<file path="src/rtl/cellrv32_cpu_cp_shifter_ext.sv">
// ---------------------------------------------------------------------------
// cellrv32_cpu_cp_shifter_ext
// Shift/rotate co-processor for the CELLRV32 ALU: SLL/SRL/SRA, ROL/ROR and the
// RV64 word forms. STRIDE bits are shifted per cycle, so STRIDE = 1 is a
// bit-serial unit and STRIDE = XLEN is a single-step barrel shifter.
// ---------------------------------------------------------------------------
package cellrv32_package;

    // Main CPU control bus; this unit only looks at the trap/abort flag.
    typedef struct packed {
        logic cpu_trap;
    } ctrl_bus_t;

    // Number of index bits needed to address n positions (ceil(log2(n))).
    function automatic int index_size_f(input int n);
        int r;
        r = 0;
        while ((1 << r) < n) begin
            r++;
        end
        return r;
    endfunction

endpackage

module cellrv32_cpu_cp_shifter_ext
    import cellrv32_package::*;
#(
    parameter int XLEN   = 32,
    parameter int STRIDE = 1
) (
    input  logic                           clk_i,
    input  logic                           rstn_i,
    input  ctrl_bus_t                      ctrl_i,
    input  logic                           start_i,
    input  logic [2:0]                     op_i,
    input  logic                           word_i,
    input  logic [XLEN-1:0]                rs1_i,
    input  logic [index_size_f(XLEN)-1:0]  shamt_i,
    output logic [XLEN-1:0]                res_o,
    output logic                           valid_o,
    output logic                           busy_o
);

    localparam int AW = index_size_f(XLEN);
    // One extra bit so the remaining count can hold XLEN without wrapping.
    localparam int CW = AW + 1;

    typedef enum logic [1:0] {
        S_IDLE,
        S_RUN,
        S_DONE
    } state_t;

    typedef enum logic [2:0] {
        OP_SLL = 3'b000,
        OP_SRL = 3'b001,
        OP_SRA = 3'b010,
        OP_ROL = 3'b011,
        OP_ROR = 3'b100
    } shift_op_t;

    state_t            state_q, state_d;
    shift_op_t         op_q;
    shift_op_t         op_dec;
    logic              word_q;
    logic [XLEN-1:0]   data_q;
    logic [CW-1:0]     cnt_q;     // shift bits still to apply

    logic              word_mode;
    logic [CW-1:0]     amt_eff;
    logic [XLEN-1:0]   cap_data;
    logic [CW-1:0]     step_amt;
    logic [XLEN-1:0]   step_res;
    logic [31:0]       lo;
    logic [XLEN-1:0]   res_full;

    // Decode the requested operation and the effective shift amount.
    always_comb begin
        // NOTE: every combinational output gets a default first so no path can infer a latch.
        op_dec    = OP_SLL;
        word_mode = (XLEN == 64) && word_i;
        amt_eff   = word_mode ? CW'(shamt_i[4:0]) : CW'(shamt_i);
        case (op_i)
            3'b001:  op_dec = OP_SRL;
            3'b010:  op_dec = OP_SRA;
            3'b011:  op_dec = OP_ROL;
            3'b100:  op_dec = OP_ROR;
            default: op_dec = OP_SLL;
        endcase
        // Word ops keep only the low half; SRAW pre-extends bit 31 so the
        // full-width arithmetic shift fills with the word sign, SRLW zero-fills.
        cap_data = rs1_i;
        if (word_mode) begin
            if (op_dec == OP_SRA) begin
                cap_data = XLEN'($signed(rs1_i[31:0]));
            end else begin
                cap_data = XLEN'(rs1_i[31:0]);
            end
        end
    end

    // One iteration of the shifter: move by min(STRIDE, remaining) bits.
    always_comb begin
        step_amt = (cnt_q > CW'(STRIDE)) ? CW'(STRIDE) : cnt_q;
        lo       = data_q[31:0];
        step_res = data_q;
        case (op_q)
            OP_SRL:  step_res = data_q >> step_amt;
            OP_SRA:  step_res = $signed(data_q) >>> step_amt;
            OP_ROL: begin
                if (word_q) begin
                    step_res = XLEN'((lo << step_amt) | (lo >> (CW'(32) - step_amt)));
                end else begin
                    step_res = (data_q << step_amt) | (data_q >> (CW'(XLEN) - step_amt));
                end
            end
            OP_ROR: begin
                if (word_q) begin
                    step_res = XLEN'((lo >> step_amt) | (lo << (CW'(32) - step_amt)));
                end else begin
                    step_res = (data_q >> step_amt) | (data_q << (CW'(XLEN) - step_amt));
                end
            end
            default: step_res = data_q << step_amt;
        endcase
    end

    // FSM state register.
    always_ff @(posedge clk_i or negedge rstn_i) begin
        if (!rstn_i) begin
            state_q <= S_IDLE;
        end else begin
            // NOTE: sequential state uses non-blocking assignments so all flops update together.
            state_q <= state_d;
        end
    end

    // FSM next-state logic; a trap always wins and returns to IDLE.
    always_comb begin
        state_d = state_q;
        case (state_q)
            S_IDLE: begin
                if (start_i && !ctrl_i.cpu_trap) begin
                    state_d = (amt_eff == '0) ? S_DONE : S_RUN;
                end
            end
            S_RUN: begin
                if (ctrl_i.cpu_trap) begin
                    state_d = S_IDLE;
                end else if (cnt_q == step_amt) begin
                    state_d = S_DONE;
                end
            end
            S_DONE:  state_d = S_IDLE;
            default: state_d = S_IDLE;
        endcase
    end

    // Operand capture on start, then iterate while running.
    always_ff @(posedge clk_i or negedge rstn_i) begin
        if (!rstn_i) begin
            op_q   <= OP_SLL;
            word_q <= 1'b0;
            data_q <= '0;
            cnt_q  <= '0;
        end else if (state_q == S_IDLE) begin
            if (start_i && !ctrl_i.cpu_trap) begin
                op_q   <= op_dec;
                word_q <= word_mode;
                data_q <= cap_data;
                cnt_q  <= amt_eff;
            end
        end else if ((state_q == S_RUN) && !ctrl_i.cpu_trap) begin
            data_q <= step_res;
            cnt_q  <= cnt_q - step_amt;
        end
    end

    // Result gating: word results are sign-extended from bit 31.
    always_comb begin
        res_full = word_q ? XLEN'($signed(data_q[31:0])) : data_q;
        valid_o  = (state_q == S_DONE);
        busy_o   = (state_q != S_IDLE);
        res_o    = valid_o ? res_full : '0;
    end

endmodule

</file>
<file path="config.mk">
export PLATFORM = sky130hd
export DESIGN_NAME = cellrv32_cpu_cp_shifter_ext
export DESIGN_NICKNAME = d
export VERILOG_FILES = /design/src/rtl/cellrv32_cpu_cp_shifter_ext.sv
export SDC_FILE = /design/constraint.sdc
export NUM_CORES = 1
export LEC_CHECK = 0
export CORE_MARGIN = 5
export CORE_UTILIZATION = 35
export CTS_BUF_LIST = sky130_fd_sc_hd__clkbuf_2
export DETAILED_ROUTE_END_ITERATION = 7
export PLACE_DENSITY = 0.56
export SYNTH_ARGS = -nofsm -noshare
export SYNTH_HDL_FRONTEND = slang
export SYNTH_SLANG_ARGS = --single-unit
</file>
<file path="constraint.sdc">
create_clock -name clk_i -period 7.7 [get_ports clk_i]
set_input_delay 1.155 -clock clk_i [delete_from_list [all_inputs] [get_ports clk_i]]
set_output_delay 1.155 -clock clk_i [all_outputs]
set_load 0.005 [all_outputs]
</file>
==> results of run 1 <==
-- kinds of logic after synthesis --
| family | after synthesis |
|---|---|
| adder cells (fa/ha/maj) | 3 |
| multiplexers | 35 |
| flip-flops | 43 |
| buffers and inverters | 49 |
| other | 1 |
| AO/OA/AOI/OAI | 178 |
| AND/OR/NAND/NOR | 148 |
| XOR/XNOR | 1 |
-- power breakdown --
part | internal, W | switching (W)
clock | 0.0000231 | 0.0000837
sequential | 0.000279 | 0.000136
combinational | 0.000186 | 0.000194
-- layout make-up --
| type | instances | area (um2) |
|---|---|---|
| Clock buffer | 6 | 30.0 |
| Clock inverter | 2 | 12.5 |
| Fill cell | 1084 | 5780 |
| Inverter | 6 | 22.5 |
| Multi-Input combinational cell | 366 | 2460 |
| Sequential cell | 43 | 1080 |
| Tap cell | 136 | 170 |
| Timing Repair Buffer | 84 | 818 |
-- registers in the layout (all words and copies together) (netlist names) --
register / flops
data_q: 32
cnt_q: 6
op_q: 3
state_q: 2
-- worst reg2reg max path, delay by kind of cell, from the launching register on --
family,cells,cell delay [ns]
flip-flops,1,0.51
AND/OR/NAND/NOR,4,2.05
AO/OA/AOI/OAI,3,0.46
adder cells (fa/ha/maj),1,0.59
buffers and inverters,1,0.53
-- worst max-delay path by stage --
stage / to / startpoint
3_5_place_dp: data_q[18] / cnt_q[2]
3_3_place_gp: data_q[18] / cnt_q[2]
4_1_cts: data_q[18] / cnt_q[2]
5_1_grt: data_q[18] / cnt_q[2]
6_report: data_q[18] / cnt_q[2]
2_1_floorplan: data_q[17] / cnt_q[2]
-- cells in the mapped netlist (3+ instances only) --
cell type,count,area [um2]
a41oi_1,3,26.3
nor3_1,8,40.0
mux4_2,8,180
a211o_1,4,35.0
o22ai_1,14,87.6
or3_1,7,43.8
buf_2,6,30.0
a21oi_1,46,230
o21a_1,4,30.0
inv_1,5,18.8
ha_1,3,37.5
a31oi_1,11,68.8
o2bb2ai_1,3,26.3
o21ai_0,35,175
a221o_1,4,40.0
o32ai_1,5,43.8
o31ai_1,3,22.5
nand2_1,33,124
nor2_1,28,105
mux2i_1,13,130
a211oi_1,4,30.0
a22oi_1,9,67.6
nand3_1,11,55.1
and3_1,8,50.1
dfrtp_1,43,1080
o21ai_1,5,25.0
mux2_2,14,158
and2_1,33,206
buf_1,3,11.3
clkbuf_1,30,113
o211ai_1,12,90.1
and4b_1,3,30.0
-- metrics by stage --
| step | utilization | hold slack (ns) | std cells | cell area [um2] |
|---|---|---|---|---|
| after global placement | 0.439 | 0.532 | 635 | 4550 |
| after detailed placement | 0.439 | 0.545 | 635 | 4550 |
| after global routing | 0.443 | 0.584 | 643 | 4590 |
| after floorplan | - | 0.512 | 458 | 3740 |
| final | 0.443 | 0.567 | 643 | 4590 |
| after CTS | 0.443 | 0.572 | 643 | 4590 |
-- layer usage --
layer	part of all wire	track usage	vias to the layer above	wire length [um]
met5	0	0	-	0
met4	0.014	0.0465	0	197
met3	0.078	0.0302	22	1070
met2	0.46	0.340	205	6350
met1	0.45	0.315	1969	6160
li1	-	-	1826	-
-- cells in the final DEF, fill, tap and decap left out, types with 3 or more instances in the layout --
cell type | Yosys | layout
a211o_1 | 4 | 4
a211oi_1 | 4 | 4
a21oi_1 | 46 | 46
a221o_1 | 4 | 4
a22oi_1 | 9 | 9
a31oi_1 | 11 | 11
a41oi_1 | 3 | 3
and2_1 | 33 | 33
and3_1 | 8 | 8
and4b_1 | 3 | 3
buf_4 | 2 | 7
clkbuf_2 | 1 | 6
clkdlybuf4s50_1 | 0 | 76
dfrtp_1 | 43 | 43
ha_1 | 3 | 3
inv_1 | 5 | 5
mux2_2 | 14 | 14
mux2i_1 | 13 | 13
mux4_2 | 8 | 8
nand2_1 | 33 | 33
nand3_1 | 11 | 11
nor2_1 | 28 | 28
nor3_1 | 8 | 8
o211ai_1 | 12 | 12
o21a_1 | 4 | 4
o21ai_0 | 35 | 34
o21ai_1 | 5 | 5
o22ai_1 | 14 | 14
o2bb2ai_1 | 3 | 3
o31ai_1 | 3 | 3
o32ai_1 | 5 | 5
or3_1 | 7 | 7
==> results.yml, run 1 <==
sta:
  grt_setup_unrepaired: "no"
  worst_slew_margin_rel: 0.223
  fmaxAchievable_mhz: 239
  final_max_slew_viol_count: 0
  worst_slew_pin_slew_ns: 1.16
  period_share: 0.544
  final.setup_skew_ns: 0.0482
  finalHoldViolations: 0
  setup_total_negative_slack_ns: 0
  setup_viol_count_final: 0
  worst_slack_ns: 3.51
  finalWorstPathRequiredPeriod_ns: 4.19
logic_synthesis:
  synthesis.area_um2: 3740
  synth_compound_gate_area_share: 0.307
  synth.ff_latch_count: 43
  post_synth_edffs: 0
  synth_xor_xnor_area_share: 0.00234
  dominantRegCellSynth: "dfrtp_1"
  largest_family_of_logic_cells_by_synthesized_area: "compound AO/OA/AOI/OAI gates"
  synth_cell_types: 63
  muxShareOfSynthArea: 0.125
  synth-adder-area-share: 0.0100
  synthArstFlopShare: 1.00
  total_nets_after_synthesis: 506
  synthesized_area_fraction_occupied_by_and_or_nand_nor_cells: 0.212
  yosys_warnings: 0
  syn-mean-instance-area_um2: 8.17
  ys_seq_area_frac: 0.288
  synthCells: 458
cts:
  postCtsSetupBuffers: 0
  cts-hold-fix-buffers: 0
  resize_count_post_cts: 0
  root_buffer_cell: "clkbuf_2"
  tritoncts.num_buffers: 5
  clock_tree.buffer_depth: 2
  tritoncts_num_sinks: 43
  clkTransAtPathRegs_ns: 0.24
  insertion_delay_ns: 0.45
  htree_levels: 2
  clock_tree_from_tritoncts: "yes"
die:
  die_w_um: 113
  die_h_um: 113
  initial_core_utilization: 0.361
  standard_cell_rows: 37
  coreArea_um2: 10400
  fp.dieArea_um2: 12900
  ios: 79
critical_path:
  r2r_setup_slack_ns: 3.51
  startpoint_type: "flop"
  crit_family: "simple AND/OR/NAND/NOR gates"
  cpMostUsedCell: "a21oi_1"
  timing.critical_path.depth: 9
  timing_worst_setup_path_type: "flop to flop"
  critPathArrivalTime_ns: 4.56
  regToRegStartpoint: "cnt_q[2]"
  critical_path_peak_fanout: 34
  cp_cell_sequence: "nor4_4, nand2_4, clkinv_1, ha_1, and4b_1, nand2_1, a21oi_1, o22ai_1, a21oi_1"
  crit_slowest_cell: "nor4_4"
  worstPathRequired_ns: 8.08
  critical_path.endpoint_type: "flop"
  crit-reg2reg-capture: "data_q[18]"
  r2r.worst_path.cells: 9
  cp_slowest_stage_delay_ns: 0.74
  crit_buf_inv: 1
global_routing:
  grt_pass1_wl_um: 22300
  gr_overflow_total: 0
  track_usage: 0.216
  largest_net_degree_at_the_start_of_global_routing: 44
  antenna_found_initial: 0
  first_global_vias: 3895
placement:
  place.gp.congestion: 0.902
  dpl.hpwl_um: 9320
  portBuffers: 77
  dp_worst_setup_slack_ns: 3.62
route:
  first_iteration_detailed_routing_drc_count: 357
  route.antenna.remaining_nets: 0
  drc_errors: 0
  route.final.wire_length_um: 13800
  via_count: 4022
  wire_per_inst_um: 21.4
  drt-vias-per-instance: 6.26
  drt_first_pass_iters: 6
power:
  power_density_nw_per_um2: 196
  p_leak_nw: 1.76
  power.ir.vdd_worst_mv: 0.0781
  totalPowerFinal_w: 0.000902
status:
  outcome: "finished, final reports clean"
job:
  max_cap_viol_count: 0
hold_path:
  worst_hold_path_type: "flop to flop"
  min_from: "cnt_q[5]"
  min_path_cells: 1
  min_delay_worst_endpoint: "cnt_q[5]"
finish:
  layout-drive-gt1-share: 0.0947
  number_of_nets_at_the_end_of_the_flow: 554
  antenna_cells: 0
  area.growth.synth_to_final_pct: 22.8
(Power assumes the default switching activity.)
==> inputs of run 2 (changes only) <==
--- a/config.mk
+++ b/config.mk
@@ -9,7 +9,7 @@
 export CORE_UTILIZATION = 35
 export CTS_BUF_LIST = sky130_fd_sc_hd__clkbuf_2
 export DETAILED_ROUTE_END_ITERATION = 7
-export PLACE_DENSITY = 0.56
+export PLACE_DENSITY = 0.59
 export SYNTH_ARGS = -nofsm -noshare
 export SYNTH_HDL_FRONTEND = slang
 export SYNTH_SLANG_ARGS = --single-unit
==> constraint.sdc (replaced) <==
create_clock -name clk_i -period 3.4 [get_ports clk_i]
set_input_delay 0.51 -clock clk_i [delete_from_list [all_inputs] [get_ports clk_i]]
set_output_delay 0.51 -clock clk_i [all_outputs]
set_load 0.005 [all_outputs]
==> run 2 against run 1 <==
Net effect:
- core utilization is 1.0 points higher
- sequential power is 130% higher
- non-clock buffer count is 11 higher
- clock power grew to 3.0 times the previous value
- via count is 0.52% higher
==> results.yml, run 2 (same netlist as run 1, synthesis figures left out) <==
critical_path:
  timing_worst_setup_path_type: "flop to primary output"
  critical_path_peak_fanout: 24
  regToRegStartpoint: "cnt_q[2]"
  worstPathRequired_ns: 2.89
  cp_slowest_stage_delay_ns: 0.53
  r2r_setup_slack_ns: 0.65
  cp_cell_sequence: "nor2b_2, buf_4, and2_1, clkdlybuf4s50_1"
  startpoint_type: "flop"
  crit-reg2reg-capture: "data_q[18]"
  critPathArrivalTime_ns: 2.34
  crit_slowest_cell: "dfrtp_1"
  critical_path.endpoint_type: "primary output"
  r2r.worst_path.cells: 9
sta:
  setup_total_negative_slack_ns: 0
  period_share: 0.839
  fmaxAchievable_mhz: 350
  finalHoldViolations: 0
  final_max_slew_viol_count: 0
  finalWorstPathRequiredPeriod_ns: 2.85
  worst_slack_ns: 0.546
  setup_viol_count_final: 0
  final.setup_skew_ns: 0.0192
  worst_slew_margin_rel: 0.288
  worst_slew_pin_slew_ns: 1.07
  grt_setup_unrepaired: "no"
die:
  standard_cell_rows: 37
  ios: 79
  die_h_um: 113
  initial_core_utilization: 0.361
  coreArea_um2: 10400
  die_w_um: 113
  fp.dieArea_um2: 12900
cts:
  resize_count_post_cts: 0
  cts-hold-fix-buffers: 0
  tritoncts.num_buffers: 5
  clock_tree.buffer_depth: 2
  root_buffer_cell: "clkbuf_2"
  clock_tree_from_tritoncts: "yes"
  tritoncts_num_sinks: 43
  htree_levels: 2
  insertion_delay_ns: 0.45
  clkTransAtPathRegs_ns: 0.26
  postCtsSetupBuffers: 0
finish:
  largest_register_ff_count: 32
  commonest_non_fill_non_tap_cell_in_the_layout: "clkdlybuf4s50_1"
  layout.cell_area.non_filler_um2: 4700
  area.growth.synth_to_final_pct: 25.6
  layout-drive-gt1-share: 0.112
  largest_register: "data_q"
  registers_with_the_highest_flip_flop_counts: "data_q (32), cnt_q (6), op_q (3)"
  number_of_nets_at_the_end_of_the_flow: 565
  layout.cells.non_filler: 655
  commonest_cells_after_routing_fill_and_taps_aside: "clkdlybuf4s50_1, a21oi_1, dfrtp_1"
route:
  route.final.wire_length_um: 14100
  first_iteration_detailed_routing_drc_count: 500
  drt_first_pass_iters: 5
  drc_errors: 0
  route.antenna.remaining_nets: 0
  drt-vias-per-instance: 6.17
  via_count: 4043
  wire_per_inst_um: 21.5
power:
  power_density_nw_per_um2: 458
  totalPowerFinal_w: 0.00215
  power.share.sequential: 0.435
  power.ir.vdd_worst_mv: 0.175
  p_leak_nw: 1.82
  share_clk_of_total_power: 0.147
  switching_share: 0.446
  p_int_w: 0.00119
  combinational_fraction_of_design_power: 0.418
  switching_power_w: 0.000961
placement:
  place.gp.congestion: 0.928
  dpl.cell_count: 646
  dpl.hpwl_um: 9720
  portBuffers: 77
  dp_worst_setup_slack_ns: 0.764
  dpl_cell_area_um2: 4630
global_routing:
  gr_overflow_total: 0
  grt_pass1_wl_um: 22100
  antenna_found_initial: 1
  largest_net_degree_at_the_start_of_global_routing: 44
  first_global_vias: 3905
  track_usage: 0.215
job:
  max_cap_viol_count: 0
status:
  outcome: "finished, final reports clean"
hold_path:
  worst_hold_path_type: "input pin to asynchronous set/reset pin"
-- run 2: power by group through the flow --
stage          combinational (W)  clock (W)  sequential, W
2_1_floorplan           0.000698          0       0.000763
3_3_place_gp            0.000878          0       0.000933
5_1_grt                 0.000981   0.000336       0.000951
6_report                0.000900   0.000318       0.000938
4_1_cts                 0.000889   0.000313       0.000924
3_5_place_dp            0.000884          0       0.000936
-- run 2: layer usage --
metal | vias up | share of wire | GRT usage
li1 | 1853 | - | -
met1 | 1951 | 0.43 | 0.295
met2 | 218 | 0.47 | 0.350
met3 | 21 | 0.080 | 0.0324
met4 | 0 | 0.019 | 0.0697
met5 | - | 0 | 0
-- run 2: worst max-delay path, delay by kind of cell, from the launching register on --
family / cells / cell delay (ns)
buffers and inverters: 2 / 0.83
flip-flops: 1 / 0.53
AND/OR/NAND/NOR: 2 / 0.53
-- run 2: worst max-delay path by stage --
| stage | start | endpoint |
|---|---|---|
| after floorplan | cnt_q[2] | data_q[17] |
| final | state_q[0] | res_o[21] |
| after detailed placement | cnt_q[2] | data_q[18] |
| after global routing | state_q[0] | res_o[22] |
| after global placement | cnt_q[2] | data_q[18] |
| after CTS | state_q[0] | res_o[31] |
-- run 2: layout make-up --
class	instances	area, um2
Tap cell	136	170
Sequential cell	43	1080
Inverter	6	22.5
Clock buffer	5	25.0
Multi-Input combinational cell	366	2460
Clock inverter	3	38.8
Fill cell	1043	5670
Timing Repair Buffer	95	901
Antenna cell	1	2.50
-- run 2: per-stage QoR --
| step | utilization | hold WS (ns) |
|---|---|---|
| after floorplan | - | 0.214 |
| after global placement | 0.447 | 0.533 |
| after detailed placement | 0.447 | 0.541 |
| after CTS | 0.453 | 0.246 |
| after global routing | 0.453 | 0.276 |
| final | 0.453 | 0.215 |
